<file path="src/rtl/psum_drain_ctrl_if.sv">
// Bundle of the drain controller's command, memory-read and output-stream signals.
// The master modport is the controller's view; the slave modport is its environment.
interface psum_drain_ctrl_if #(
    parameter int DATA_WIDTH = 32,
    parameter int ADDR_WIDTH = 32
);
    logic                  i_start;
    logic [ADDR_WIDTH-1:0] i_base_addr;
    logic [31:0]           i_num_words;
    logic                  i_relu_en;
    logic [ADDR_WIDTH-1:0] memctrl_radd;
    logic                  memctrl_rden;
    logic [DATA_WIDTH-1:0] memctrl_odat;
    logic                  memctrl_ovld;
    logic [DATA_WIDTH-1:0] o_dat;
    logic                  o_vld;
    logic                  i_rdy;
    logic                  o_busy;
    logic                  o_done;
    logic [31:0]           dbg_rd_cnt;

    modport master (
        input  i_start, i_base_addr, i_num_words, i_relu_en,
        input  memctrl_odat, memctrl_ovld, i_rdy,
        output memctrl_radd, memctrl_rden, o_dat, o_vld, o_busy, o_done, dbg_rd_cnt
    );

    modport slave (
        output i_start, i_base_addr, i_num_words, i_relu_en,
        output memctrl_odat, memctrl_ovld, i_rdy,
        input  memctrl_radd, memctrl_rden, o_dat, o_vld, o_busy, o_done, dbg_rd_cnt
    );
endinterface

</file>
<file path="src/rtl/psum_drain_ctrl.sv">
// Drains packed psum words from accumulation memory, applies optional per-lane ReLU,
// and streams them out through a credit-protected skid FIFO.
module psum_drain_ctrl #(
    parameter int BIT_WIDTH  = 8,
    parameter int NUM_KERNEL = 4,
    parameter int DATA_WIDTH = BIT_WIDTH * NUM_KERNEL,
    parameter int ADDR_WIDTH = 32,
    parameter int MEM_DELAY  = 1,
    parameter int FIFO_DEPTH = 4
) (
    input  logic              clk,
    input  logic              rst,
    psum_drain_ctrl_if.master bus
);
    localparam int PW = $clog2(FIFO_DEPTH);
    localparam int CW = PW + 1;
    localparam logic [CW:0] DEPTH_C = (CW+1)'(FIFO_DEPTH);

    if ((FIFO_DEPTH < MEM_DELAY + 1) || ((FIFO_DEPTH & (FIFO_DEPTH - 1)) != 0) ||
        (DATA_WIDTH != BIT_WIDTH * NUM_KERNEL)) begin : g_bad_params
        $error("psum_drain_ctrl: illegal FIFO_DEPTH/MEM_DELAY/DATA_WIDTH combination");
    end

    typedef enum logic [1:0] {S_IDLE, S_READ, S_DRAIN, S_DONE} state_t;

    function automatic logic [DATA_WIDTH-1:0] relu_word(input logic [DATA_WIDTH-1:0] d,
                                                        input logic                  en);
        logic [DATA_WIDTH-1:0]       r;
        logic signed [BIT_WIDTH-1:0] lane;
        r = d;
        for (int l = 0; l < NUM_KERNEL; l++) begin
            lane = d[l*BIT_WIDTH +: BIT_WIDTH];
            if (en && (lane < 0)) r[l*BIT_WIDTH +: BIT_WIDTH] = '0;
        end
        return r;
    endfunction

    state_t                r_state, w_next;
    logic [ADDR_WIDTH-1:0] r_addr;
    logic [31:0]           r_num;
    logic [31:0]           r_issue_cnt;
    logic                  r_relu;
    logic [CW-1:0]         r_outst;
    logic [CW-1:0]         r_cnt;
    logic [PW-1:0]         r_wptr, r_rptr;
    logic [DATA_WIDTH-1:0] r_mem [FIFO_DEPTH];

    logic w_vld, w_pop, w_push, w_credit, w_start_acc;
    logic w_rden, w_busy, w_done;

    assign w_vld       = (r_cnt != '0);
    assign w_pop       = w_vld && bus.i_rdy;
    // Returns from reads issued before a reset find no outstanding credit and are dropped.
    assign w_push      = bus.memctrl_ovld && (r_outst != '0);
    assign w_credit    = (({1'b0, r_cnt} + {1'b0, r_outst}) < DEPTH_C);
    assign w_start_acc = bus.i_start && (r_state == S_IDLE);

    always_comb begin
        w_next = r_state;
        w_rden = 1'b0;
        w_busy = 1'b0;
        w_done = 1'b0;
        case (r_state)
            S_IDLE: begin
                if (bus.i_start) w_next = (bus.i_num_words == 32'd0) ? S_DONE : S_READ;
            end
            S_READ: begin
                w_busy = 1'b1;
                w_rden = w_credit;
                if (w_credit && (r_issue_cnt + 32'd1 == r_num)) w_next = S_DRAIN;
            end
            S_DRAIN: begin
                w_busy = 1'b1;
                // Looking through a final pop lets o_done land the cycle after the last beat.
                if ((r_outst == '0) && ((r_cnt == '0) || ((r_cnt == CW'(1)) && w_pop)))
                    w_next = S_DONE;
            end
            S_DONE: begin
                w_done = 1'b1;
                w_next = S_IDLE;
            end
            default: w_next = S_IDLE;
        endcase
    end

    always_ff @(posedge clk) begin
        if (rst) r_state <= S_IDLE;
        else     r_state <= w_next;
    end

    always_ff @(posedge clk) begin
        if (rst) begin
            r_addr      <= '0;
            r_num       <= '0;
            r_relu      <= 1'b0;
            r_issue_cnt <= '0;
        end else if (w_start_acc) begin
            r_addr      <= bus.i_base_addr;
            r_num       <= bus.i_num_words;
            r_relu      <= bus.i_relu_en;
            r_issue_cnt <= '0;
        end else if (w_rden) begin
            r_addr      <= r_addr + ADDR_WIDTH'(1);
            r_issue_cnt <= r_issue_cnt + 32'd1;
        end
    end

    always_ff @(posedge clk) begin
        if (rst) begin
            r_outst <= '0;
        end else begin
            case ({w_rden, w_push})
                2'b10:   r_outst <= r_outst + CW'(1);
                2'b01:   r_outst <= r_outst - CW'(1);
                default: r_outst <= r_outst;
            endcase
        end
    end

    always_ff @(posedge clk) begin
        if (rst) begin
            r_cnt  <= '0;
            r_wptr <= '0;
            r_rptr <= '0;
        end else begin
            if (w_push) r_wptr <= r_wptr + PW'(1);
            if (w_pop)  r_rptr <= r_rptr + PW'(1);
            case ({w_push, w_pop})
                2'b10:   r_cnt <= r_cnt + CW'(1);
                2'b01:   r_cnt <= r_cnt - CW'(1);
                default: r_cnt <= r_cnt;
            endcase
        end
    end

    always_ff @(posedge clk) begin
        if (w_push) r_mem[r_wptr] <= relu_word(bus.memctrl_odat, r_relu);
    end

    assign bus.memctrl_radd = r_addr;
    assign bus.memctrl_rden = w_rden;
    assign bus.o_dat        = w_vld ? r_mem[r_rptr] : '0;
    assign bus.o_vld        = w_vld;
    assign bus.o_busy       = w_busy;
    assign bus.o_done       = w_done;
    assign bus.dbg_rd_cnt   = r_issue_cnt;
endmodule
</file>
<file path="src/flat_wrapper.sv">
// flat-port wrapper written by rule: the top's interface ports become plain ports
module psum_drain_ctrl_flat 
#(
    parameter int BIT_WIDTH  = 8,
    parameter int NUM_KERNEL = 4,
    parameter int DATA_WIDTH = BIT_WIDTH * NUM_KERNEL,
    parameter int ADDR_WIDTH = 32,
    parameter int MEM_DELAY  = 1,
    parameter int FIFO_DEPTH = 4
)
  (clk, rst, bus_i_start, bus_i_base_addr, bus_i_num_words, bus_i_relu_en, bus_memctrl_odat, bus_memctrl_ovld, bus_i_rdy, bus_memctrl_radd, bus_memctrl_rden, bus_o_dat, bus_o_vld, bus_o_busy, bus_o_done, bus_dbg_rd_cnt);
  psum_drain_ctrl_if #(.DATA_WIDTH(DATA_WIDTH), .ADDR_WIDTH(ADDR_WIDTH)) bus_i ();
  input  logic clk;
  input  logic rst;
  input wire logic [$bits(bus_i.i_start)-1:0] bus_i_start;
  input wire logic [$bits(bus_i.i_base_addr)-1:0] bus_i_base_addr;
  input wire logic [$bits(bus_i.i_num_words)-1:0] bus_i_num_words;
  input wire logic [$bits(bus_i.i_relu_en)-1:0] bus_i_relu_en;
  input wire logic [$bits(bus_i.memctrl_odat)-1:0] bus_memctrl_odat;
  input wire logic [$bits(bus_i.memctrl_ovld)-1:0] bus_memctrl_ovld;
  input wire logic [$bits(bus_i.i_rdy)-1:0] bus_i_rdy;
  output wire logic [$bits(bus_i.memctrl_radd)-1:0] bus_memctrl_radd;
  output wire logic [$bits(bus_i.memctrl_rden)-1:0] bus_memctrl_rden;
  output wire logic [$bits(bus_i.o_dat)-1:0] bus_o_dat;
  output wire logic [$bits(bus_i.o_vld)-1:0] bus_o_vld;
  output wire logic [$bits(bus_i.o_busy)-1:0] bus_o_busy;
  output wire logic [$bits(bus_i.o_done)-1:0] bus_o_done;
  output wire logic [$bits(bus_i.dbg_rd_cnt)-1:0] bus_dbg_rd_cnt;
  assign bus_i.i_start = bus_i_start;
  assign bus_i.i_base_addr = bus_i_base_addr;
  assign bus_i.i_num_words = bus_i_num_words;
  assign bus_i.i_relu_en = bus_i_relu_en;
  assign bus_i.memctrl_odat = bus_memctrl_odat;
  assign bus_i.memctrl_ovld = bus_memctrl_ovld;
  assign bus_i.i_rdy = bus_i_rdy;
  assign bus_memctrl_radd = bus_i.memctrl_radd;
  assign bus_memctrl_rden = bus_i.memctrl_rden;
  assign bus_o_dat = bus_i.o_dat;
  assign bus_o_vld = bus_i.o_vld;
  assign bus_o_busy = bus_i.o_busy;
  assign bus_o_done = bus_i.o_done;
  assign bus_dbg_rd_cnt = bus_i.dbg_rd_cnt;
  psum_drain_ctrl #(.BIT_WIDTH(BIT_WIDTH), .NUM_KERNEL(NUM_KERNEL), .DATA_WIDTH(DATA_WIDTH), .ADDR_WIDTH(ADDR_WIDTH), .MEM_DELAY(MEM_DELAY), .FIFO_DEPTH(FIFO_DEPTH)) u_core (.clk(clk), .rst(rst), .bus(bus_i));
endmodule
</file>
<file path="config.mk">
export PLATFORM = sky130hd
export DESIGN_NAME = psum_drain_ctrl_flat
export DESIGN_NICKNAME = d
export VERILOG_FILES = /design/src/rtl/psum_drain_ctrl_if.sv /design/src/rtl/psum_drain_ctrl.sv /design/src/flat_wrapper.sv
export SDC_FILE = /design/constraint.sdc
export NUM_CORES = 1
export LEC_CHECK = 0
export BUFFER_PORTS_ARGS = -buffer_cell sky130_fd_sc_hd__buf_4
export CORE_AREA = 2 2 167 128
export CTS_CLUSTER_DIAMETER = 80
export DETAILED_ROUTE_END_ITERATION = 8
export DIE_AREA = 0 0 169 130
export PLACE_DENSITY_LB_ADDON = 0.25
export SYNTH_ARGS = -nofsm -noshare
export SYNTH_HDL_FRONTEND = slang
export SYNTH_SLANG_ARGS = --single-unit
</file>
<file path="constraint.sdc">
create_clock -name clk -period 3.2 [get_ports clk]
set_input_delay 0.48 -clock clk [delete_from_list [all_inputs] [get_ports clk]]
set_output_delay 0.48 -clock clk [all_outputs]
set_load 0.005 [all_outputs]
</file>
==> run summary, run 1 <==
Syn_nets - 1,129
Most used cell along the critical path - and3_1
Area leader, netlist - edfxtp_1
Pleak - 5.18 nW
First-pass GRT wire length - 42,400 µm
Net Sw Power - 2.85 mW
Seq pwr share - 40.9%
Max-slew headroom - 42.8%
Synth Warn # - 0
Total core area - 20,600 µm²
DRC viols - 0
Antenna viol nets, final - 0
Max Cap Viol - 0
WP depth - 8
Most frequent cells in the layout - buf_4 (222), edfxtp_1 (128), nand2_1 (110), dfxtp_1 (110), nor2_1 (88)
Layout cells sized above 1 - 25.5%
Buf/Inv on CP - 0
Fin. Hold Viols - 0
CTS tree - built
Clock Latency Late Sink - 0.52 ns
Switching Fraction - 29.6%
Setup violations, final - 0
Setup TNS - 0 ns
H-tree Lvls - 1
Ports - 202
Ys async rst share - 0%
HP Class - in -> reg
Num CTS Buffers - 24
Row count - 46
Grt ovf - 0
Mapped Cells - 1,007
Pwr per Cell Area - 695 nW/µm²
Detailed Route WL - 27,000 µm
Peak supply drop - 0.377 mV
Placer congestion estimate - 0.923
Finished Layout Cells - 1,483
Placed Instances - 1,439
Worst Path Arrival - 3.36 ns
Unrepaired setup endpoints after global routing - no
Total setup buffers inserted after CTS - 0
Area Growth Syn to Fin - 23.4%
Fill cells - 1,588
Fin Hold WS - 0.213 ns
Pin count of the biggest net entering global routing - 54
Full die area - 22,000 µm²
Cell family with the largest share of critical-path delay - simple AND/OR/NAND/NOR gates
ANT cells - 0
Placed instance area - 13,000 µm²
R2R depth - 8
DR pass1 iterations - 5
Total track usage - 24.3%
Initial Util - 54.5%
Synthesized area - 11,200 µm²
Status - completed
Slowest stage delay, CP - 0.61 ns
Internal power - 6.78 mW
Number of DRC markers in iteration 0 - 520
Commonest non-fill, non-tap cell in the layout - buf_4
Root buffer cell - clkbuf_16
Clock tree sinks - 239
Comb pwr share - 28.9%
DR vias/cell - 5.66
Clk_skew - 0.0213 ns
Top FF cell, synth - edfxtp_1
DIE HEIGHT - 130 µm
Max clock buf depth - 3
Initial antenna violation count - 0
Yosys reg bits - 239
WHS Path Cells - 3
Clock slew at reported path FFs - 0.07 ns
Detailed placer's ending HPWL - 18,900 µm
Type of origin of the critical path - register
Final worst-path cycle share - 92.3%
CP max FO - 12
Vias in the first global route - 8,211
Cell variety after synth - 59
Port Buffer Count - 201
Post-synth top area share - 34.2%
Critical-path cell list - and3_1 > and3_1 > nand4_1 > xnor2_1 > o21ai_0 > nor4b_2 > a31oi_1 > mux2_1
Required time worst endpoint - 3.61 ns
Die Wd - 169 µm
Worst setup path class - reg -> reg
Area contributors post-synth - edfxtp_1 (34%), dfxtp_1 (20%), mux4_2 (6.4%)
Crit path max-delay cell type - dfxtp_1
Tmin final - 2.95 ns
Least-Margin Pin Slew - 0.847 ns
Drt wl/cell - 18.2 µm
FMAX - 339 MHz
Vias - 8,391
Clk pwr share - 30.3%
Critical Path End Type - register
Sequential area share after synthesis - 54.0%
Nets - 1,323
Slew Viols, Final - 0
Post-synth EDFFs - 128
Mapped Avg Cell Area - 11.1 µm²
Final instance area - 13,900 µm²
## sequential cells by signal (all words and copies together), names as in the netlist, named ones only
register and cells:
u_core.r_cnt 3, u_core.r_state 2, u_core.r_wptr 2, u_core.r_mem 128
u_core.r_outst 3, u_core.r_relu 1, u_core.bus.memctrl_radd 32, u_core.bus.dbg_rd_cnt 32
u_core.r_rptr 2, u_core.r_num 32
## repair_timing
item,4_1_cts,5_1_grt
hold buffers,0,0
gates resized for setup,0,1
setup endpoints to repair,0,1
hold endpoints to repair,0,0
## final cells by class
class	instances	area (µm²)	share of cell area [%]
Sequential cell	239	6070	43.8
Multi-Input combinational cell	696	4850	35.0
Inverter	16	60.1	0.434
Clock inverter	13	156	1.13
Clock buffer	31	678	4.90
Tap cell	264	330	2.38
Timing Repair Buffer	224	1710	12.3
## metrics by stage
stage / setup WS [ns] / total power, mW / util (%)
3_5_place_dp: 0.229 / 6.78 / 63.2
2_1_floorplan: 0.730 / 5.59 / -
3_3_place_gp: 0.380 / 6.72 / 63.2
5_1_grt: 0.0869 / 10.1 / 67.2
6_report: 0.248 / 9.63 / 67.2
4_1_cts: 0.208 / 9.71 / 67.2
## worst paths after layout
path	from	slack [ns]	end
worst max-delay path	u_core.bus.dbg_rd_cnt[2]	0.25	u_core.r_state[1]
worst min-delay path	bus_i_relu_en	0.21	u_core.r_relu
worst max register to register	u_core.bus.dbg_rd_cnt[2]	0.25	u_core.r_state[1]
worst min register to register	u_core.r_num[29]	0.47	u_core.r_num[29]
## power groups by stage
stage	combinational (mW)	clock (mW)	sequential (mW)
finish	2.78	2.91	3.94
detailed placement	2.79	0	3.99
floorplan	1.68	0	3.91
global route	3.06	3.08	3.98
global placement	2.74	0	3.98
CTS	2.81	2.97	3.93
## Yosys cell counts, drive strengths merged, types with 11 or more instances
library cell / number
or3: 15
xnor2: 46
inv: 16
clkbuf: 37
dfxtp: 111
and3: 20
ha: 19
nand4: 34
nand2: 111
buf: 19
a211oi: 28
nor4: 11
nand3: 30
o21ai: 22
xor2: 55
and2: 68
nor2: 88
a21oi: 47
edfxtp: 128
mux4: 32
## worst reg2reg max path: cells and delay by family, from the launching register on
kind	cells	cell delay, ns
compound gates	2	0.31
xor+xnor	1	0.22
flops	1	0.61
mux	1	0.33
simple gates	4	1.38
## layer usage
| layer | share of wire [%] | vias to the layer above | routed length (µm) | GRT usage, % |
|---|---|---|---|---|
| li1 | - | 4011 | - | - |
| met3 | 7.5 | 51 | 2040 | 5.94 |
| met1 | 46 | 4048 | 12300 | 33.9 |
| met5 | 0 | - | 0 | 0 |
| met4 | 2.7 | 0 | 717 | 6.94 |
| met2 | 44 | 281 | 11900 | 38.2 |
## logic make-up (layout without fill, tap and decap cells)
group | count (synthesis) | count (layout) | share of synthesized area, %
AO/OA/AOI/OAI | 121 | 121 | 6.87
XOR/XNOR | 101 | 101 | 7.88
adder cells (fa/ha/maj) | 20 | 20 | 2.30
buffers and inverters | 72 | 284 | 2.75
flip-flops | 239 | 239 | 54.0
multiplexers | 36 | 36 | 6.79
AND/OR/NAND/NOR | 418 | 418 | 19.4
Note: power is estimated with default switching activity, not from simulation.
==> run 2, diff against run 1 <==
- BUFFER_PORTS_ARGS: -buffer_cell sky130_fd_sc_hd__buf_4 -> -buffer_cell sky130_fd_sc_hd__buf_2
- MAX_ROUTING_LAYER: not set -> met4
==> run summary, run 2 (synthesis gave the netlist of run 1 again) <==
Status - completed (unchanged)
Tmin final - 2.90 ns (was 2.95 ns)
Detailed placer's ending HPWL - 18,700 µm (was 18,900 µm)
Cell family with the largest share of critical-path delay - simple AND/OR/NAND/NOR gates (unchanged)
Clock Latency Late Sink - 0.52 ns (about the same)
Max-slew headroom - 46.6% (was 42.8%)
Fin. Hold Viols - 0 (unchanged)
Worst Path Arrival - 3.31 ns (was 3.36 ns)
Antenna viol nets, final - 0 (unchanged)
Pin count of the biggest net entering global routing - 71 (was 54)
Total track usage - 24.9% (was 24.3%)
Commonest non-fill, non-tap cell in the layout - buf_2 (was buf_4)
Hold_buf cts - 0 (unchanged)
Buf/Inv on CP - 0 (unchanged)
CP max FO - 12 (unchanged)
Pwr per Cell Area - 697 nW/µm² (was 695 nW/µm²)
Peak supply drop - 0.318 mV (was 0.377 mV)
Finished Layout Cells - 1,486 (was 1,483)
Vias - 8,309 (was 8,391)
Max Cap Viol - 0 (unchanged)
Placer congestion estimate - 0.975 (was 0.923)
Setup violations, final - 0 (unchanged)
Final instance area - 13,300 µm² (was 13,900 µm²)
Fin Hold WS - 0.207 ns (was 0.213 ns)
Clock slew at reported path FFs - 0.06 ns (was 0.07 ns)
HP Class - in -> reg (unchanged)
Total setup buffers inserted after CTS - 0 (unchanged)
Unrepaired setup endpoints after global routing - no (unchanged)
CTS tree - built (unchanged)
Initial Util - 54.5% (unchanged)
Number of DRC markers in iteration 0 - 582 (was 520)
Crit path max-delay cell type - dfxtp_1 (unchanged)
Required time worst endpoint - 3.60 ns (was 3.61 ns)
Max reg flops - 128 (unchanged)
Num CTS Buffers - 24 (unchanged)
Port Buffer Count - 201 (unchanged)
Row count - 46 (unchanged)
Placed Instances - 1,439 (unchanged)
Least-Margin Pin Slew - 0.791 ns (was 0.847 ns)
Total core area - 20,600 µm² (unchanged)
Vias in the first global route - 7,884 (was 8,211)
Root buffer cell - clkbuf_16 (unchanged)
Placed instance area - 12,500 µm² (was 13,000 µm²)
Area Growth Syn to Fin - 18.6% (was 23.4%)
DRC viols - 0 (unchanged)
Post_cts resized - 0 (unchanged)
Full die area - 22,000 µm² (unchanged)
Initial antenna violation count - 2 (was 0)
Max clock buf depth - 3 (unchanged)
Critical Path End Type - register (unchanged)
FMAX - 344 MHz (was 339 MHz)
Clock tree sinks - 239 (unchanged)
H-tree Lvls - 1 (unchanged)
Largest Register - u_core.r_mem (unchanged)
Drt wl/cell - 17.8 µm (was 18.2 µm)
Detailed Route WL - 26,500 µm (was 27,000 µm)
Worst setup path class - reg -> reg (unchanged)
Nets - 1,323 (unchanged)
Die Wd - 169 µm (unchanged)
Slowest stage delay, CP - 0.59 ns (was 0.61 ns)
Grt ovf - 0 (unchanged)
Most frequent cells in the layout - buf_2 (201), edfxtp_1 (128), nand2_1 (110), dfxtp_1 (110), nor2_1 (88) (was buf_4 (222), edfxtp_1 (128), nand2_1 (110), dfxtp_1 (110), nor2_1 (88))
Final worst-path cycle share - 90.7% (was 92.3%)
Setup TNS - 0 ns (unchanged)
Type of origin of the critical path - register (unchanged)
Critical-path cell list - and3_1 > and3_1 > nand3_1 > o21ai_0 > nand4_1 > nor4b_2 > a31oi_1 > mux2_1 (was and3_1 > and3_1 > nand4_1 > xnor2_1 > o21ai_0 > nor4b_2 > a31oi_1 > mux2_1)
Most used cell along the critical path - and3_1 (unchanged)
Clk_skew - 0.0148 ns (was 0.0213 ns)
DIE HEIGHT - 130 µm (unchanged)
Slew Viols, Final - 0 (unchanged)
DR pass1 iterations - 6 (was 5)
Pleak - 5.06 nW (was 5.18 nW)
DR vias/cell - 5.59 (was 5.66)
First-pass GRT wire length - 42,000 µm (was 42,400 µm)
Layout cells sized above 1 - 25.1% (was 25.5%)
Ports - 202 (unchanged)
run 2: layer usage:
metal	share of wire, %	up-vias	GRT usage (%)
met2	45	291	37.9
met5	0	-	-
met1	47	3966	35.6
met4	1.4	0	4.47
met3	7.4	26	4.52
li1	-	4026	-
run 2: worst register-to-register path, stage by stage, from the launching register on:
cell	delay, ns
dfxtp_1	0.59
and3_1	0.37
and3_1	0.41
nand3_1	0.21
o21ai_0	0.22
nand4_1	0.12
nor4b_2	0.35
a31oi_1	0.19
mux2_1	0.34
run 2: final timing paths:
kind	startpoint	end	slack, ns	cells after the start
worst max register to register	u_core.bus.dbg_rd_cnt[2]	u_core.r_state[1]	0.30	8
worst min register to register	u_core.r_num[31]	u_core.r_num[31]	0.47	2
worst min-delay path	bus_i_num_words[27]	u_core.r_num[27]	0.21	3
worst max-delay path	u_core.bus.dbg_rd_cnt[2]	u_core.r_state[1]	0.30	8
run 2: per-stage QoR:
| step | setup slack, ns | power [mW] | util, % |
|---|---|---|---|
| after floorplan | 0.730 | 5.59 | - |
| after global placement | 0.450 | 6.48 | 60.7 |
| after detailed placement | 0.350 | 6.54 | 60.7 |
| after CTS | 0.358 | 9.35 | 64.6 |
| after global routing | 0.100 | 9.77 | 64.6 |
| final | 0.297 | 9.28 | 64.6 |
run 2: power by group:
group          internal [mW]  switching (mW)  total (mW)
combinational           1.16            1.37        2.54
sequential              3.65           0.279        3.93
clock                   1.65            1.16        2.81
total                   6.47            2.81        9.28
run 2: layout make-up:
cell class	instances	area, µm²
Fill cell	1666	7300
Multi-Input combinational cell	696	4850
Clock inverter	12	148
Clock buffer	32	641
Antenna cell	3	7.51
Inverter	16	60.1
Tap cell	264	330
Sequential cell	239	6070
Timing Repair Buffer	224	1200
